### src/rtl/counter_scheduler_pkg.sv
// Shared types and default sizes for the counter scheduler.
// Optional feature macro: CNT_SCHED_PAUSE_EN (adds a pause input to the top).
package cnt_sched_pkg;

    // Scheduler FSM states
    typedef enum logic [1:0] {
        IDLE  = 2'd0,
        GRANT = 2'd1,
        RUN   = 2'd2,
        DONE  = 2'd3
    } sched_state_t;

    // Default sizing used by the top and the arbiter
    localparam int CNT_W_DEF   = 4;
    localparam int NUM_REQ_DEF = 4;

endpackage

### src/rtl/counter_scheduler_rr_arbiter.sv
// Combinational round-robin arbiter: picks the first requester after 'last',
// wrapping around, and returns both a one-hot grant and its index.
module rr_arbiter
    import cnt_sched_pkg::*;
#(
    parameter int NUM_REQ = NUM_REQ_DEF,
    parameter int IDX_W   = $clog2(NUM_REQ)
) (
    input  logic [NUM_REQ-1:0] req,
    input  logic [IDX_W-1:0]   last,
    output logic [NUM_REQ-1:0] gnt,
    output logic [IDX_W-1:0]   idx
);

    // Scan offsets 1..NUM_REQ from last; the first set request wins
    always_comb begin
        logic found;
        int   pos;
        gnt   = '0;
        idx   = last;
        found = 1'b0;
        pos   = 0;
        for (int k = 1; k <= NUM_REQ; k++) begin
            pos = int'(last) + k;
            if (pos >= NUM_REQ) begin
                pos = pos - NUM_REQ;
            end
            if (!found && req[pos]) begin
                found    = 1'b1;
                gnt[pos] = 1'b1;
                idx      = IDX_W'(pos);
            end
        end
    end

endmodule

### src/rtl/counter_scheduler.sv
// Shares one CNT_W-bit up-counter among NUM_REQ requesters. Each granted
// requester receives a window in which the counter runs 0..req_len, then a
// one-cycle done pulse. Requesters are served in round-robin order.
// Optional feature macro: CNT_SCHED_PAUSE_EN (pause input: holds the counter
// in RUN and blocks new grants in IDLE; no effect in GRANT or DONE).
module counter_scheduler
    import cnt_sched_pkg::*;
#(
    parameter int NUM_REQ = NUM_REQ_DEF,
    parameter int CNT_W   = CNT_W_DEF,
    parameter int IDX_W   = $clog2(NUM_REQ)
) (
    input  logic                     clk,
    input  logic                     rst,
`ifdef CNT_SCHED_PAUSE_EN
    input  logic                     pause,
`endif
    input  logic [NUM_REQ-1:0]       req_valid,
    input  logic [NUM_REQ*CNT_W-1:0] req_len,
    output logic [NUM_REQ-1:0]       req_ready,
    output logic [NUM_REQ-1:0]       done,
    output logic                     busy,
    output logic [IDX_W-1:0]         owner,
    output logic [CNT_W-1:0]         count
);

    sched_state_t        r_state;
    logic [CNT_W-1:0]    r_count;
    logic [CNT_W-1:0]    r_target;
    logic [IDX_W-1:0]    r_owner;
    logic [IDX_W-1:0]    r_last;
    logic [NUM_REQ-1:0]  r_gnt_oh;
    logic [NUM_REQ-1:0]  r_ready;
    logic [NUM_REQ-1:0]  r_done;
    logic                r_busy;

    logic [NUM_REQ-1:0]  w_gnt;
    logic [IDX_W-1:0]    w_idx;
    logic                w_pause;
    logic                w_any_req;
    logic [CNT_W-1:0]    w_len_arr [NUM_REQ];

`ifdef CNT_SCHED_PAUSE_EN
    assign w_pause = pause;
`else
    assign w_pause = 1'b0;
`endif

    assign w_any_req = |req_valid;

    // Unpack the per-requester terminal counts
    for (genvar gi = 0; gi < NUM_REQ; gi++) begin : g_len
        assign w_len_arr[gi] = req_len[gi*CNT_W +: CNT_W];
    end

    rr_arbiter #(
        .NUM_REQ (NUM_REQ),
        .IDX_W   (IDX_W)
    ) u_arb (
        .req  (req_valid),
        .last (r_last),
        .gnt  (w_gnt),
        .idx  (w_idx)
    );

    // Scheduler FSM: grant, count the window, pulse done; all outputs registered
    always_ff @(posedge clk or negedge rst) begin
        if (!rst) begin
            r_state  <= IDLE;
            r_count  <= '0;
            r_target <= '0;
            r_owner  <= '0;
            r_last   <= IDX_W'(NUM_REQ - 1);
            r_gnt_oh <= '0;
            r_ready  <= '0;
            r_done   <= '0;
            r_busy   <= 1'b0;
        end else begin
            r_ready <= '0;
            r_done  <= '0;
            case (r_state)
                IDLE: begin
                    if (w_any_req && !w_pause) begin
                        // Target is latched here; later changes to req_len are ignored
                        r_owner  <= w_idx;
                        r_target <= w_len_arr[w_idx];
                        r_gnt_oh <= w_gnt;
                        r_ready  <= w_gnt;
                        r_busy   <= 1'b1;
                        r_state  <= GRANT;
                    end
                end
                GRANT: begin
                    r_count <= '0;
                    r_state <= RUN;
                end
                RUN: begin
                    if (!w_pause) begin
                        if (r_count == r_target) begin
                            // Counter stops at the target, so it never wraps
                            r_done  <= r_gnt_oh;
                            r_state <= DONE;
                        end else begin
                            r_count <= r_count + CNT_W'(1);
                        end
                    end
                end
                DONE: begin
                    r_last  <= r_owner;
                    r_busy  <= 1'b0;
                    r_state <= IDLE;
                end
                default: begin
                    r_state <= IDLE;
                    r_busy  <= 1'b0;
                end
            endcase
        end
    end

    assign req_ready = r_ready;
    assign done      = r_done;
    assign busy      = r_busy;
    assign owner     = r_owner;
    assign count     = r_count;

endmodule

### config.mk
export PLATFORM = sky130hd
export DESIGN_NAME = counter_scheduler
export DESIGN_NICKNAME = d
export VERILOG_FILES = /design/src/rtl/counter_scheduler_pkg.sv /design/src/rtl/counter_scheduler_rr_arbiter.sv /design/src/rtl/counter_scheduler.sv
export SDC_FILE = /design/constraint.sdc
export NUM_CORES = 1
export LEC_CHECK = 0
export ABC_AREA = 1
export BUFFER_PORTS_ARGS = -buffer_cell sky130_fd_sc_hd__buf_2
export CORE_MARGIN = 4
export CORE_UTILIZATION = 45
export DETAILED_ROUTE_END_ITERATION = 6
export PLACE_DENSITY_LB_ADDON = 0.05
export SLEW_MARGIN = 20
export SYNTH_ARGS = -nofsm -noshare
export SYNTH_HDL_FRONTEND = slang
export SYNTH_SLANG_ARGS = --single-unit
### constraint.sdc
create_clock -name clk -period 2.8 [get_ports clk]
set_clock_uncertainty 0.1 [all_clocks]
set_input_delay 0.28 -clock clk [delete_from_list [all_inputs] [get_ports clk]]
set_output_delay 0.28 -clock clk [all_outputs]
set_load 0.03 [all_outputs]
; Word level (Yosys, flattened, before mapping)
; Cells that the tools add are included.
[classes]
addsub = 9
multipliers = 0
div = 0
n_lt_le_gt_ge = 13
n_eq_ne = 7
n_shift = 0
n_mux = 49
n_bitwise = 4
reduce_logical = 18
[op_table]
columns = op, count
row1 = $ge A32 B1 Y1 const B, 4
row2 = $ge A32 B4 Y1 const B, 4
row3 = $lt A32 B4 Y1 const B, 4
row4 = $mux W32, 4
row5 = $sub A32 B4 Y32 const B, 4
row6 = $mux W4, 11
row7 = $mux W1, 16
row8 = $mux W2, 6
row9 = $or A4 B4 Y4, 3
row10 = $bmux W1 S2, 4
row11 = $bmux W4 S2, 1
row12 = $demux W1 S2, 4
row13 = $pmux W2 S4, 1
row14 = $pmux W4 S2, 1
row15 = $reduce_and A2 Y1, 4
row16 = $logic_and A1 B1 Y1, 7
row17 = $add A2 B2 Y3 const B, 2
row18 = $ne A2 B2 Y1 const B, 3
row19 = $add A2 B3 Y4 const B, 1
row20 = $add A4 B1 Y4 const B, 1
row21 = $eq A2 B2 Y1 const B, 2
row22 = $eq A4 B4 Y1, 1
row23 = $reduce_bool A2 Y1, 2
row24 = $reduce_or A4 Y1, 1
row25 = 7 further kinds, 9
[word_totals]
reg_bits = 27
latch_bits = 0
ramBits = 0
romBits = 0
out_inout_bits = 15
word_cells = 109
mem_count = 0

; Logic depth before layout (Yosys ltp)
; Gate-level depths: netlist of the first run.
[logic_depth]
depth_word = 20
mapped_depth = 14
depth_no_buf = 13

; Hierarchy
; From an unflattened synthesis of the first run, not the netlist that was laid out.
[unflattened]
cells_unflattened = 250
area_unflattened_um2 = 1938.1
[modules_own_cells]
columns = module, instances, cells_per_inst, area_per_inst_um2, seq_area_each_um2
row1 = counter_scheduler, 1, 163, 1368.8, 678.2
row2 = rr_arbiter, 1, 87, 569.3, 0.0

; Worst setup path before layout of the first run
; No wires, ideal clock.
[synth_timing]
path_kind = reg-to-reg
from = register r_last[0]
to = register r_target[0]
arrival_time_ns = 1.943
t_required_ns = 2.583
setup_slack_ns = 0.639
stages_incl_launch_ff = 13
synth_period_minus_slack_ns = 2.161
cell_sequence = dfstp_2 inv_2 buf_6 ha_1 inv_2 nand3_1 nand2_1 nor2_4 nand2_4 o21ai_4 nand3_1 nand3_1 nand2_1
[synth_via]
elab_chain_len = 20
[synth_lines]
columns = element, line_no
row1 = "start, declared", counter_scheduler.sv:31  ; logic [IDX_W-1:0] r_last;
row2 = "start signal, assigned", counter_scheduler.sv:73  ; r_last <= IDX_W'(NUM_REQ - 1);
row3 = "start signal, assigned", counter_scheduler.sv:109  ; r_last <= r_owner;
row4 = $add A2 B1 Y3, counter_scheduler_rr_arbiter.sv:24  ; pos = int'(last) + k;
row5 = $sub A32 B4 Y32 / $ge A32 B4 Y1 (equally long branches), "counter_scheduler_rr_arbiter.sv:26, counter_scheduler_rr_arbiter.sv:25"
row6 = $mux W32, counter_scheduler_rr_arbiter.sv:25  ; if (pos >= NUM_REQ) begin
row7 = $bmux W1 S2, counter_scheduler_rr_arbiter.sv:28  ; if (!found && req[pos]) begin
row8 = $mux W1 (not written as such) (2 in series), counter_scheduler_rr_arbiter.sv:28
row9 = $mux W1, counter_scheduler_rr_arbiter.sv:28
row10 = $logic_not A1 Y1, counter_scheduler_rr_arbiter.sv:28
row11 = $logic_and A1 B1 Y1, counter_scheduler_rr_arbiter.sv:28
row12 = (+2 left out), -
row13 = $logic_and A1 B1 Y1, counter_scheduler_rr_arbiter.sv:28
row14 = $mux W1, counter_scheduler_rr_arbiter.sv:28
row15 = $logic_not A1 Y1, counter_scheduler_rr_arbiter.sv:28
row16 = $logic_and A1 B1 Y1, counter_scheduler_rr_arbiter.sv:28
row17 = $mux W2 *, counter_scheduler_rr_arbiter.sv:28
row18 = $not A2 Y3 (not written as such) *, counter_scheduler.sv:86  ; r_target <= w_len_arr[w_idx];
row19 = $bmux W4 S2 *, counter_scheduler.sv:86
row20 = $mux W4 (not written as such) * (2 in series), counter_scheduler.sv:86
row21 = "end signal, assigned", counter_scheduler.sv:86
row22 = "end, declared", counter_scheduler.sv:29  ; logic [CNT_W-1:0] r_target;
; Every way passes the cells marked *; elsewhere a longest branch is shown, timed or not. The select of a mux whose other input is x is not followed.
; A chain may end at the register's enable or synchronous reset.

; Worst setup path after layout of the first run
[layout_timing]
from = register r_last[1]
to = register r_target[0]
; The elaborated chain is that of the path after synthesis.

==> impl_metrics.yaml, run 1 <==
run_status:
  outcome: "finished, final reports clean"
power:
  p_leak_nw: 1.193
  power_density_nw_per_um2: 1325
  ir_drop_uv: 656.5
die:
  ios: 37
  start_util_pct: 46.68
  die_x_um: 72.65
  coreArea_um2: 4029
  die_area_um2: 5277
  die_h_um: 72.65
  std_cell_rows: 23
clock_tree:
  clkLatencyLatePin_ns: 0.27
  cts_setup_buffers: 0
  cts_tree: "done"
  clk_path_buf_depth: 2
  path_clk_slew_ns: 0.10
  cts_max_level: 1
  cts.sinks: 27
  cts_resized: 0
  clockRootBuffer: "clkbuf_8"
  numCtsBuffers: 3
global_route:
  grt_pass1_wl_um: 6548
  grt_remaining_overflow: 0
  grt_max_degree: 28
  grt_use_total_pct: 15.46
  antenna_found_initial: 0
  grt_pass1_vias: 1512
placed_design:
  port_buffers: 36
  place_inst: 319
  gp_congestion: 0.8530
  dp_hpwl_um: 3073
worst_setup_path:
  arrival_ns: 2.42
  startpoint_type: "register"
  worstReg2RegStart: "r_last[1]$_DFFE_PN1P_"
  crit_required_ns: 2.87
  reg2reg_to: "r_target[0]$_DFFE_PN0P_"
  slowest_stage: "dfstp_2"
  max_stage_delay_ns: 0.63
  ff2ff_path_depth: 11
  r2r_slack_ns: 0.44
  crit_path_frequent_cell: "nand3_1"
  worstSetupPathType: "reg -> reg"
  path_cells: "inv_1 > ha_1 > inv_2 > nand3_1 > nand2_1 > nor2_4 > nand2_4 > o21ai_4 > nand3_1 > nand3_1 > nand2_1"
  cp-end-kind: "register"
  path_max_fanout: 8
detailed_routing:
  m1WireLength_um: 1969
  drc: 0
  wl_met3_um: 176
  drt-pass1-iter-count: 4
  wirelength_um: 3874
  wl_per_cell_um: 11.96
  drt_iter0_markers: 62
  via_per_inst: 4.910
  ant_nets: 0
  num_vias: 1591
  wl_met2_um: 1714
  top_layer: "met4"
logic_synthesis:
  ys_warn_count: 0
  syn_area_um2: 1881
  syn_area_per_cell_um2: 8.002
  synth.lib_cells_used.distinct: 30
  yosys_register_bits: 27
  synth_nets: 271
  netlist_instances: 235
  ys_seq_area_share_pct: 36.06
worst_hold_path:
  hp-start: "req_len[7]"
  hold_depth: 5
  hold_class: "in -> reg"
  holdPathEnd: "r_target[3]$_DFFE_PN0P_"
final_layout:
  drive_gt1_share_pct: 25.18
  syn_to_final_growth_pct: 14.97
  fin_nets: 311
  instances_no_fill: 324
  layout_commonest_cell: "nand2_1"
  insertedDiodeCount: 0
  mostFrequentLayoutCells: "nand2_1, nand3_1, buf_2"
sta:
  post-route-period-util_pct: 84.22
  setup-tns-final_ns: 0
  setup_violations: 0
  max_freq_ghz: 0.4241
  max-slew-margin-rel_pct: 43.02
  grt_setup_unrepaired: "false"
  max_slew.worst_pin.slew_ns: 0.8516
  fin_crit_ns: 2.358
  report.final.slew_viol_count: 0
  finalHoldViolCount: 0
flow_run:
  drv_cap: 0
-- state kept, by name (all words and copies together), names as in the netlist --
register   cells
r_target       4
req_ready      4
busy           1
r_state        2
owner          2
r_last         2
r_gnt_oh       4
done           4
count          4
-- layout make-up --
| class | instances | area [um^2] |
|---|---|---|
| clock buffer | 3 | 41.29 |
| clock inverter | 1 | 7.507 |
| fill | 405 | 1867 |
| inverter | 27 | 108.9 |
| multi-input combinational | 178 | 1066 |
| sequential | 27 | 678.2 |
| tap | 50 | 62.56 |
| timing repair buffer | 38 | 197.7 |
-- synthesized netlist by cell type, drive strengths merged --
master,n,share of area (%)
dfstp,2,2.8
nand4,1,0.33
o22ai,2,0.67
a31oi,1,0.33
o21a,1,0.40
nor4,1,0.33
ha,14,9.3
o21ai,11,3.5
nor2,15,3.9
nand2,79,21
xor2,5,2.3
o2111ai,1,0.47
nand3,42,12
buf,3,1.5
xnor2,1,0.47
a21oi,4,1.1
inv,27,5.8
dfrtp,25,33
-- power breakdown --
group	leakage (nW)	internal (mW)	switching, mW
logic	0.828	0.659	1.31
clock network	0.0217	0.101	0.123
registers	0.343	0.554	0.121
-- timing repair --
item,4_1_cts,5_1_grt
hold endpoints to repair,25,0
hold buffers,1,0
setup endpoints to repair,0,0
-- how the worst max path moves through the flow --
| stage | startpoint | cells after the start | to | slack, ns |
|---|---|---|---|---|
| floorplan | r_last[0]$_DFFE_PN1P_ | 12 | r_target[0]$_DFFE_PN0P_ | 0.64 |
| global placement | r_last[1]$_DFFE_PN1P_ | 11 | r_target[0]$_DFFE_PN0P_ | 0.46 |
| detailed placement | r_last[1]$_DFFE_PN1P_ | 11 | r_target[0]$_DFFE_PN0P_ | 0.45 |
| CTS | r_last[1]$_DFFE_PN1P_ | 11 | r_target[0]$_DFFE_PN0P_ | 0.42 |
| global route | r_last[1]$_DFFE_PN1P_ | 12 | r_target[1]$_DFFE_PN0P_ | 0.20 |
| finish | r_last[1]$_DFFE_PN1P_ | 11 | r_target[0]$_DFFE_PN0P_ | 0.44 |
-- logic make-up (layout without fill, tap and decap cells) --
logic type                 Yosys count  count (layout)  synth area share [%]
AOI/OAI and AO/OA                   20              20                 6.454
DFF                                 27              27                 36.06
and+or+nand+nor                    138             138                 38.12
adders and majority gates           14              14                 9.315
xor gates and xnor gates             6               6                 2.794
buffers and inverters               30              69                 7.252
-- critical path: cells and delay by family (launching register included) --
family / cells / cell delay [ns]
fa+ha+maj: 1 / 0.42
compound gates: 1 / 0.19
flops: 1 / 0.63
simple gates: 7 / 0.64
buf+inv: 2 / 0.27
-- metal layers --
layer / global-route usage, % / vias up
met4: 1.844 / 0
li1: - / 837
met2: 25.35 / 37
met1: 21.90 / 715
met3: 2.893 / 2
met5: 0 / -
-- per-stage QoR --
step	util (%)	setup WS [ns]	hold WS (ns)	power (mW)	area, um^2
floorplan	-	0.6392	-0.1156	2.279	1881
global placement	52.21	0.4627	0.2194	2.670	2103
detailed placement	52.21	0.4483	0.2166	2.658	2103
CTS	53.66	0.4227	0.2256	2.891	2162
global route	53.66	0.1996	0.2542	3.146	2162
finish	53.66	0.4419	0.2336	2.864	2162
Note: power is estimated with default switching activity, not from simulation.
==> run 2: changes to the inputs <==
- clock period: 2.8 -> 1.9 ns (I/O delays scaled with it)
==> impl_metrics.yaml, run 2 (same netlist as run 1, synthesis figures left out) <==
clock_tree:
  cts.sinks: 27
  cts_max_level: 1
  numCtsBuffers: 3
  clockRootBuffer: "clkbuf_8"
  path_clk_slew_ns: 0.09
  cts_tree: "done"
  clk_path_buf_depth: 2
  clkLatencyLatePin_ns: 0.27
detailed_routing:
  drc: 0
  drt-pass1-iter-count: 4
  via_per_inst: 4.837
  wl_met2_um: 1954
  top_layer: "met4"
  wl_met3_um: 167
  m1WireLength_um: 2089
  wirelength_um: 4226
  drt_iter0_markers: 83
  num_vias: 1659
  wl_per_cell_um: 12.32
  ant_nets: 0
worst_setup_path:
  arrival_ns: 2.08
  ff2ff_path_depth: 11
  worstReg2RegStart: "r_last[0]$_DFFE_PN1P_"
  r2r_slack_ns: -0.12
  cp-startpoint: "r_last[0]$_DFFE_PN1P_"
  worstSetupPathType: "reg -> reg"
  reg2reg_to: "r_target[2]$_DFFE_PN0P_"
  cp-end-kind: "register"
  crit_required_ns: 1.97
  startpoint_type: "register"
  path_max_fanout: 8
power:
  ir_drop_uv: 1020
  p_leak_nw: 1.304
  power_density_nw_per_um2: 2041
sta:
  report.final.slew_viol_count: 0
  grt_setup_unrepaired: "true"
  setup-tns-final_ns: -0.5130
  max_slew.worst_pin.slew_ns: 0.5967
  worst_slack_ns: -0.1153
  setup_violations: 6
  post-route-period-util_pct: 106.1
  finalHoldViolCount: 0
  max_freq_ghz: 0.4962
  hold_slack_ns: 0.1473
  max-slew-margin-rel_pct: 60.22
  fin_crit_ns: 2.015
final_layout:
  design_area_um2: 2394
  post-route-util_pct: 59.41
  drive_gt1_share_pct: 33.45
  fin_nets: 330
  mostFrequentLayoutCells: "nand2_1, nand3_1, buf_2"
  layout_commonest_cell: "nand2_1"
  syn_to_final_growth_pct: 27.28
  insertedDiodeCount: 0
  fill_cells: 382
worst_hold_path:
  holdPathEnd: "r_target[3]$_DFFE_PN0P_"
  hp-start: "req_len[7]"
  hold_depth: 5
  hold_class: "in -> reg"
global_route:
  grt_max_degree: 28
  antenna_found_initial: 0
  grt_remaining_overflow: 0
  grt_pass1_wl_um: 7403
  grt_pass1_vias: 1618
  grt_use_total_pct: 17.72
placed_design:
  dp_hpwl_um: 3395
  gp_congestion: 0.7900
  port_buffers: 36
  pre_cts_ws_ns: -0.1160
  post_dp_cell_area_um2: 2278
die:
  ios: 37
  std_cell_rows: 23
  coreArea_um2: 4029
  start_util_pct: 46.68
  die_x_um: 72.65
  die_h_um: 72.65
  die_area_um2: 5277
run_status:
  violations: "setup timing"
  outcome: "finished with violations"
flow_run:
  drv_cap: 0
==> run 2: area by class of cell <==
cell class                      instances  area, um^2  area share, %
Multi-Input combinational cell        178        1139          47.57
Clock buffer                            3       41.29          1.725
Inverter                               27       111.4          4.652
Clock inverter                          1       5.005         0.2091
Timing Repair Buffer                   57       356.6          14.90
Sequential cell                        27       678.2          28.33
Tap cell                               50       62.56          2.614
==> run 2: worst max path at each step <==
stage	cells after the start	to
2_1_floorplan	14	r_target[0]$_DFFE_PN0P_
4_1_cts	11	r_target[1]$_DFFE_PN0P_
3_5_place_dp	11	r_target[2]$_DFFE_PN0P_
5_1_grt	10	r_target[3]$_DFFE_PN0P_
6_report	11	r_target[2]$_DFFE_PN0P_
3_3_place_gp	10	r_target[2]$_DFFE_PN0P_
==> run 2: what timing repair did <==
| action | in CTS | in global routing |
|---|---|---|
| setup endpoints to repair | 9 | 14 |
| hold buffers | 1 | 0 |
| setup buffers | 0 | 1 |
| endpoints found under the hold margin | 25 | 0 |
| resized for setup | 4 | 7 |
| pin swaps | 4 | 3 |
==> run 2: metrics by stage <==
| step | power [mW] | std cells |
|---|---|---|
| finish | 4.886 | 343 |
| global route | 5.380 | 343 |
| global placement | 4.372 | 337 |
| detailed placement | 4.400 | 337 |
| CTS | 4.807 | 342 |
| floorplan | 3.454 | 235 |
==> run 2: metal layers <==
layer  GRT usage [%]  up-vias
li1                -      873
met1           25.48      750
met2           27.96       34
met3           3.581        2
met4           3.074        0
met5               0        -
==> run 2: power by group <==
part           internal [mW]  switching, mW  total, mW
registers              0.815          0.165      0.981
logic                   1.40           2.19       3.58
clock network          0.147          0.175      0.322
==> run 2: critical path: stages (launching register included) <==
cell,delay [ns]
dfstp_2,0.57
inv_2,0.07
ha_4,0.31
inv_4,0.05
nand2_4,0.08
nand2_8,0.09
inv_8,0.09
nand2_4,0.08
o21ai_4,0.23
nand3_2,0.09
nand3_1,0.08
nand2_1,0.05
==> run 3: changes to the inputs <==
- CORE_UTILIZATION: 45 -> 50
- RECOVER_POWER: default -> 25
==> impl_metrics.yaml, run 3 (same netlist as run 1, synthesis figures left out) <==
sta:
  max_freq_ghz: 0.5092
  setup_violations: 9
  grt_setup_unrepaired: "true"
  post-route-period-util_pct: 103.4
  finalHoldViolCount: 0
  setup-tns-final_ns: -0.4321
  max_slew.worst_pin.slew_ns: 0.6526
  max-slew-margin-rel_pct: 56.50
  report.final.slew_viol_count: 0
  fin_crit_ns: 1.964
  worst_slack_ns: -0.06401
global_route:
  grt_pass1_wl_um: 7058
  antenna_found_initial: 0
  grt_use_total_pct: 17.63
  grt_max_degree: 28
  grt_pass1_vias: 1553
  grt_remaining_overflow: 0
die:
  ios: 37
  die_h_um: 69.33
  die_x_um: 69.33
  coreArea_um2: 3661
  start_util_pct: 51.37
  std_cell_rows: 22
  die_area_um2: 4806
clock_tree:
  cts.sinks: 27
  clk_path_buf_depth: 2
  path_clk_slew_ns: 0.09
  clkLatencyLatePin_ns: 0.26
  cts_max_level: 1
  clockRootBuffer: "clkbuf_8"
  numCtsBuffers: 3
  cts_tree: "done"
detailed_routing:
  drt_iter0_markers: 66
  via_per_inst: 4.921
  num_vias: 1688
  wl_per_cell_um: 12.10
  m1WireLength_um: 1956
  wl_met3_um: 102
  wl_met2_um: 2054
  wirelength_um: 4149
  drc: 0
  top_layer: "met4"
  drt-pass1-iter-count: 4
  ant_nets: 0
final_layout:
  design_area_um2: 2404
  instances_no_fill: 343
  fill_cells: 333
  ff_latch_area_um2: 678.2
  layout_commonest_cell: "nand2_1"
  multi_input_area_um2: 1162
  insertedDiodeCount: 0
  mostFrequentLayoutCells: "nand2_1, nand3_1, buf_2"
  fin_nets: 332
  drive_gt1_share_pct: 34.92
  syn_to_final_growth_pct: 27.81
run_status:
  violations: "setup timing"
  outcome: "finished with violations"
worst_setup_path:
  startpoint_type: "register"
  cp-end-kind: "register"
  crit_buf_inv: 3
  crit_required_ns: 1.97
  max_stage_delay_ns: 0.58
  slowest_stage: "dfstp_2"
  arrival_ns: 2.03
  cpLargestDelayFamily: "flip-flops"
  path_cells: "inv_4 > ha_4 > inv_4 > nand2_4 > nand2_8 > inv_8 > nand2_4 > o21ai_4 > nand3_1 > nand3_1 > nand2_1"
  worstSetupPathType: "reg -> reg"
  path_max_fanout: 7
power:
  power_density_nw_per_um2: 2057
  ir_drop_uv: 1552
  p_total_mw: 4.944
  p_leak_nw: 1.309
placed_design:
  post_dp_cell_area_um2: 2248
  place_inst: 333
  dp_hpwl_um: 3285
  port_buffers: 36
  pre_cts_ws_ns: -0.07397
  gp_congestion: 0.8333
flow_run:
  drv_cap: 0
worst_hold_path:
  hold_class: "in -> reg"
run 3: cell count changes in the layout (fill, tap and decap cells not counted), sizes merged:
cell / delta
clkbuf: +2
buf: -1
clkinv: -1
nand2: +1
nand3: +1
run 3: timing repair:
action                                 CTS  global route
endpoints found under the hold margin   25             0
cloned                                   0             2
setup buffers                            1             2
setup endpoints to repair                9            14
pin swaps                               13             9
gates resized for setup                  9             7
hold buffers                             1             0
run 3: worst register-to-register path, stage by stage, from the launching register on:
cell and delay (ns):
dfstp_2 0.58, inv_4 0.05, ha_4 0.30, inv_4 0.05, nand2_4 0.08, nand2_8 0.09
inv_8 0.09, nand2_4 0.08, o21ai_4 0.21, nand3_1 0.10, nand3_1 0.07, nand2_1 0.05
run 3: layer usage:
metal	up-vias	global-route usage, %
met3	4	1.884
met2	32	30.40
met1	771	23.66
li1	881	-
met5	-	0
met4	0	4.121
run 3: stage by stage:
step           hold slack, ns  util, %
6_report               0.1404    65.65
5_1_grt                0.1524    65.65
2_1_floorplan         -0.2056        -
3_5_place_dp           0.1234    61.41
3_3_place_gp           0.1249    61.41
4_1_cts                0.1413    64.18
run 3: worst paths after layout:
path / start / to / slack [ns] / cells after the start
max reg2reg: r_last[0]$_DFFE_PN1P_ / r_target[0]$_DFFE_PN0P_ / -0.06 / 11
max in group asynchronous: rst / busy$_DFFE_PN0P_ / 0.91 / 2
min in group asynchronous: rst / count[2]$_DFFE_PN0P_ / 0.38 / 2
max: r_last[0]$_DFFE_PN1P_ / r_target[0]$_DFFE_PN0P_ / -0.06 / 11
min reg2reg: r_gnt_oh[3]$_DFFE_PN0P_ / done[3]$_DFF_PN0_ / 0.40 / 2
min: req_len[4] / r_target[0]$_DFFE_PN0P_ / 0.14 / 5
run 3: cell type report:
class / count / share of cell area, %
clock buffer: 4 / 1.874
multi-input combinational: 180 / 48.36
inverter: 27 / 4.737
timing repair buffer: 57 / 14.32
sequential: 27 / 28.21
tap: 48 / 2.499
run 3: power by group:
| group | internal [mW] | total (mW) | switching (mW) |
|---|---|---|---|
| logic | 1.40 | 3.64 | 2.24 |
| registers | 0.816 | 0.985 | 0.169 |
| clock network | 0.150 | 0.318 | 0.168 |
| total | 2.36 | 4.94 | 2.58 |
